`config.mk`:
```
export PLATFORM = sky130hd
export DESIGN_NAME = pc_unit
export DESIGN_NICKNAME = d
export VERILOG_FILES = /design/src/rtl/pc_pkg.sv /design/src/rtl/pc_ras.sv /design/src/rtl/pc_unit.sv
export SDC_FILE = /design/constraint.sdc
export NUM_CORES = 1
export LEC_CHECK = 0
export ABC_CLOCK_PERIOD_IN_PS = 12800
export BUFFER_PORTS_ARGS = -buffer_cell sky130_fd_sc_hd__buf_4
export CAP_MARGIN = 20
export CORE_MARGIN = 1
export CORE_UTILIZATION = 45
export DETAILED_ROUTE_END_ITERATION = 7
export GPL_TIMING_DRIVEN = 0
export HOLD_SLACK_MARGIN = 0.06
export PLACE_DENSITY_LB_ADDON = 0.3
export SLEW_MARGIN = 0
export SYNTH_ARGS = -nofsm -noshare
export SYNTH_HDL_FRONTEND = slang
export SYNTH_HIERARCHICAL = 1
export SYNTH_SLANG_ARGS = --single-unit
```
`constraint.sdc`:
```
create_clock -name clk -period 12.8 [get_ports clk]
set_input_delay 2.56 -clock clk [delete_from_list [all_inputs] [get_ports clk]]
set_output_delay 2.56 -clock clk [all_outputs]
set_load 0.05 [all_outputs]
```
`src/rtl/pc_pkg.sv`:
```
// Shared types and constants for the fetch program-counter unit.
// Latency: n/a (types only).
// Backpressure: n/a.
package pc_pkg;

    // Fetch-unit control state.
    typedef enum logic [1:0] {
        BOOT = 2'd0,
        RUN  = 2'd1,
        HALT = 2'd2
    } pc_state_t;

    // Default geometry; modules re-derive these from their own parameters.
    localparam int PC_DEF_INC       = 4;
    localparam int PC_DEF_RAS_DEPTH = 4;
    localparam int RAS_PTR_W        = $clog2(PC_DEF_RAS_DEPTH);
    localparam int ALIGN_BITS       = $clog2(PC_DEF_INC);

endpackage

```
`src/rtl/pc_ras.sv`:
```
// Circular return-address stack; the oldest entry is overwritten when full.
// Latency: push/pop take effect on the next edge; top is read combinationally.
// Backpressure: none -- pushes never stall, count saturates at RAS_DEPTH.
module pc_ras #(
    parameter int ADDR_W    = 32,
    parameter int RAS_DEPTH = 4
) (
    input  logic                           clk,
    input  logic                           reset,
    input  logic                           push,
    input  logic                           pop,
    input  logic [ADDR_W-1:0]              push_data,
    output logic [ADDR_W-1:0]              top,
    output logic                           empty,
    output logic [$clog2(RAS_DEPTH+1)-1:0] count
);
    localparam int PTR_W = $clog2(RAS_DEPTH);
    localparam int CNT_W = $clog2(RAS_DEPTH + 1);

    logic [ADDR_W-1:0] mem [RAS_DEPTH];
    logic [PTR_W-1:0]  ptr;
    logic [PTR_W-1:0]  ptr_inc;
    logic [PTR_W-1:0]  ptr_dec;

    assign ptr_inc = ptr + PTR_W'(1);
    assign ptr_dec = ptr - PTR_W'(1);
    assign top     = mem[ptr];
    assign empty   = (count == '0);

    // Storage: push+pop rewrites the current top in place; plain push writes the next slot.
    always_ff @(posedge clk) begin
        if (!reset) begin
            if (push && pop) begin
                mem[ptr] <= push_data;
            end else if (push) begin
                mem[ptr_inc] <= push_data;
            end
        end
    end

    // Top pointer wraps naturally, which gives the circular overwrite on overflow.
    always_ff @(posedge clk) begin
        if (reset) begin
            ptr <= '0;
        end else if (push && !pop) begin
            ptr <= ptr_inc;
        end else if (pop && !push) begin
            ptr <= ptr_dec;
        end
    end

    // Occupancy saturates at depth on push and floors at zero on pop.
    always_ff @(posedge clk) begin
        if (reset) begin
            count <= '0;
        end else if (push && !pop) begin
            if (count != CNT_W'(RAS_DEPTH)) begin
                count <= count + CNT_W'(1);
            end
        end else if (pop && !push) begin
            if (count != '0) begin
                count <= count - CNT_W'(1);
            end
        end
    end

endmodule

```
`src/rtl/pc_unit.sv`:
```
// Fetch program counter: sequential advance, stall, redirect, exception, halt, RAS call/return.
// Latency: every update lands on the next rising edge; pc_addr/pc_valid/ras_miss are registered.
// Backpressure: stall holds pc and RAS; RAS pushes never stall.
module pc_unit
    import pc_pkg::*;
#(
    parameter int              ADDR_W    = 32,
    parameter int              INC       = 4,
    parameter logic [ADDR_W-1:0] RESET_VEC = '0,
    parameter int              RAS_DEPTH = 4
) (
    input  logic              clk,
    input  logic              reset,
    input  logic              stall,
    input  logic              halt,
    input  logic              exc,
    input  logic [ADDR_W-1:0] exc_vec,
    input  logic              redirect,
    input  logic [ADDR_W-1:0] redirect_addr,
    input  logic              call,
    input  logic [ADDR_W-1:0] call_target,
    input  logic              ret,
    output logic [ADDR_W-1:0] pc_addr,
    output logic              pc_valid,
    output logic              ras_empty,
    output logic              ras_miss
);
    localparam int CNT_W = $clog2(RAS_DEPTH + 1);
    // Clears the low log2(INC) bits of any loaded target.
    localparam logic [ADDR_W-1:0] ALIGN_MASK = ~(ADDR_W'(INC) - ADDR_W'(1));

    pc_state_t         state_q;
    pc_state_t         state_d;
    logic [ADDR_W-1:0] pc_d;
    logic [ADDR_W-1:0] pc_seq;
    logic              miss_d;
    logic              ras_push;
    logic              ras_pop;
    logic [ADDR_W-1:0] ras_top;
    logic              ras_is_empty;
    logic [CNT_W-1:0]  ras_count;

    assign pc_seq    = pc_addr + ADDR_W'(INC);
    assign ras_empty = ras_is_empty;

    pc_ras #(
        .ADDR_W    (ADDR_W),
        .RAS_DEPTH (RAS_DEPTH)
    ) u_ras (
        .clk       (clk),
        .reset     (reset),
        .push      (ras_push),
        .pop       (ras_pop),
        .push_data (pc_seq),
        .top       (ras_top),
        .empty     (ras_is_empty),
        .count     (ras_count)
    );

    // Next-state and next-pc selection; exc > redirect > halt > stall > ret/call > advance.
    always_comb begin
        state_d  = state_q;
        pc_d     = pc_addr;
        miss_d   = 1'b0;
        ras_push = 1'b0;
        ras_pop  = 1'b0;
        case (state_q)
            BOOT: begin
                state_d = RUN;
            end
            RUN: begin
                if (exc) begin
                    pc_d = exc_vec & ALIGN_MASK;
                end else if (redirect) begin
                    pc_d = redirect_addr & ALIGN_MASK;
                end else if (halt) begin
                    state_d = HALT;
                end else if (stall) begin
                    pc_d = pc_addr;
                end else if (call) begin
                    // With ret also set, a non-empty stack swaps its top in place.
                    ras_push = 1'b1;
                    ras_pop  = ret && (ras_count != '0);
                    pc_d     = call_target & ALIGN_MASK;
                end else if (ret) begin
                    if (ras_count == '0) begin
                        pc_d   = pc_seq;
                        miss_d = 1'b1;
                    end else begin
                        ras_pop = 1'b1;
                        pc_d    = ras_top & ALIGN_MASK;
                    end
                end else begin
                    pc_d = pc_seq;
                end
            end
            HALT: begin
                if (exc) begin
                    state_d = RUN;
                    pc_d    = exc_vec & ALIGN_MASK;
                end else if (redirect) begin
                    state_d = RUN;
                    pc_d    = redirect_addr & ALIGN_MASK;
                end
            end
            default: begin
                state_d = BOOT;
            end
        endcase
    end

    // State, pc and registered status outputs.
    always_ff @(posedge clk) begin
        if (reset) begin
            state_q  <= BOOT;
            pc_addr  <= RESET_VEC;
            pc_valid <= 1'b0;
            ras_miss <= 1'b0;
        end else begin
            state_q  <= state_d;
            pc_addr  <= pc_d;
            pc_valid <= (state_d == RUN);
            ras_miss <= miss_d;
        end
    end

endmodule

```
==> flow_summary.ini <==
[clocking]
clk_pin_slew_ns = 0.06
post_cts_buffers = 0
insertion_delay_ns = 0.43
cts_tree = yes
cts_max_path_buffers = 2
cts.sinks = 161
cts_buffers = 17
ctsResizeCount = 0
cts_max_level = 4
cts_root_buffer = clkbuf_16
ctsHoldBuffers = 0

[drt]
ant_nets = 0
post_drt_wl_per_cell_um = 23.91
drt_iter0_drc = 885
wirelength_um = 25580
first_pass_iters = 8
via_per_inst = 6.427
drc = 3
dr_total_vias = 6877

[yosys]
ys_warn_count = 6
syn-mean-instance-area_sq_um = 12.23
syn_area_sq_um = 8229
netlist_instances = 673

[setup_path]
arrival_ns = 6.03
critPathCaptureType = register
crit_path_start_kind = input pin
path_class = in2reg
cp_max_fo = 10
cp_data_required_time_ns = 12.94
slowest_stage = buf_1
slowest_delay_ns = 0.62
cp_cell_sequence = clkbuf_1 -> inv_1 -> clkbuf_1 -> buf_1 -> nand3_1 -> nor2_1 -> inv_1 -> ha_1 -> nand2b_1 -> mux2_2 -> nor3_2 -> buf_6 -> buf_8

[timing]
fin_crit_ns = 5.885
fmax_mhz = 169.9
fin_skew_ns = 0.007248
final_hold_viol_count = 0
finalSetupViolCount = 0
rsz0062_at_grt = no
setup_tns_ns = 0
timing.final.crit_share_pct = 45.97
maxSlewViolCount = 0
worstMarginPinSlew_ns = 0.9742
slew_headroom_pct = 34.37

[grt]
grt_pass1_vias = 6670
track_usage_pct = 28.25
grt_max_degree = 20
antenna_found_initial = 0
grt_pass1_wl_um = 37660
grt_overflow = 0

[power]
max-vdd-ir-drop_mv = 0.09827
powerDensity_nw_per_um2 = 126.0
power_leakage_nw = 3.654

[placed_design]
globalplace.congestion = 0.9129
dp_cells = 1037
numPortBuffers = 126
hpwl_um = 18540

[worst_hold_path]
hold_class = reg2reg

[floorplan]
start_util_pct = 45.81
pin_count = 139
core_area_sq_um = 17960
die_y_um = 137.2
fp-row-count = 49
die_area_sq_um = 18830
fp.dieW_um = 137.2

[layout]
antenna_cells = 0
drive_above_1_share_pct = 29.25
nNetsFinal = 938
final_cells = 1070
area_growth_pct = 23.92
fillers = 1502

[flow_run]
maxCapViolCount = 0

[status]
failed_checks = DRC
outcome = finished, violations left
## cell type report
cell class	count	area, sq um	area share [%]
Buffer	56	306.5	3.006
Clock buffer	17	425.4	4.172
Clock inverter	14	140.1	1.374
Inverter	17	63.81	0.6258
Multi-Input combinational cell	440	3463	33.96
Sequential cell	161	4424	43.39
Tap cell	229	286.5	2.810
Timing Repair Buffer	136	1087	10.66
## critical path, delay by kind of cell
| kind | cells | cell delay, ns |
|---|---|---|
| buffers and inverters | 7 | 1.86 |
| and+or+nand+nor | 4 | 1.07 |
| muxes | 1 | 0.30 |
| adders and majority gates | 1 | 0.23 |
## registers in the layout, indices dropped and copies added (netlist names), named ones only
| name | cells |
|---|---|
| u_ras/count | 3 |
| ras_miss | 1 |
| state_q | 2 |
| u_ras/ptr | 2 |
| u_ras/mem | 120 |
| pc_valid | 1 |
| pc_addr | 30 |
## stage by stage
| step | utilization [%] | total power [mW] | setup slack, ns | hold WS, ns | cell area, sq um |
|---|---|---|---|---|---|
| detailed placement | 53.53 | 0.8017 | 6.542 | 0.5796 | 9617 |
| CTS | 56.68 | 1.286 | 6.981 | 0.5897 | 10180 |
| global route | 56.77 | 1.324 | 6.717 | 0.6100 | 10200 |
| global placement | 52.69 | 0.7992 | 3.212 | 0.5656 | 9465 |
| floorplan | - | 0.7223 | 5.743 | 0.5316 | 8233 |
| finish | 56.77 | 1.285 | 6.915 | 0.5792 | 10200 |
## layout by cell type, fill, tap and decap left out, drive strengths merged, types with 11 or more instances in the layout
| cell type | count |
|---|---|
| a221oi | 17 |
| inv | 19 |
| buf | 162 |
| o22ai | 12 |
| or2 | 12 |
| clkbuf | 47 |
| a211oi | 12 |
| nand3 | 16 |
| nor2 | 51 |
| nand4 | 13 |
| a222oi | 16 |
| nor3 | 11 |
| dfxtp | 41 |
| a211o | 11 |
| mux4 | 30 |
| xnor2 | 15 |
| edfxtp | 120 |
| a21oi | 21 |
| o21ai | 23 |
| nand2 | 41 |
## final timing paths
| check | cells past startpoint | endpoint | slack [ns] | start |
|---|---|---|---|---|
| max | 13 | u_ras/mem[1][16] | 6.92 | exc |
| min | 2 | pc_addr[15] | 0.58 | pc_addr[15] |
| max reg2reg | 10 | u_ras/mem[1][16] | 9.05 | u_ras/count[1] |
| min reg2reg | 2 | pc_addr[15] | 0.58 | pc_addr[15] |
## power breakdown
| part | internal [mW] | leakage, nW | switching, mW |
|---|---|---|---|
| sequential | 0.579 | 1.44 | 0.0199 |
| clock | 0.285 | 0.272 | 0.205 |
| combinational | 0.0738 | 1.94 | 0.123 |
| total | 0.937 | 3.65 | 0.347 |
## layer usage
metal | share of wire, % | track usage [%] | vias up
met5 | 0 | 0 | -
met4 | 5.4 | 18.56 | 0
met3 | 11 | 6.475 | 93
met2 | 47 | 43.77 | 424
met1 | 36 | 35.54 | 3336
li1 | - | - | 3024
Note: power is estimated with default switching activity, not from simulation.
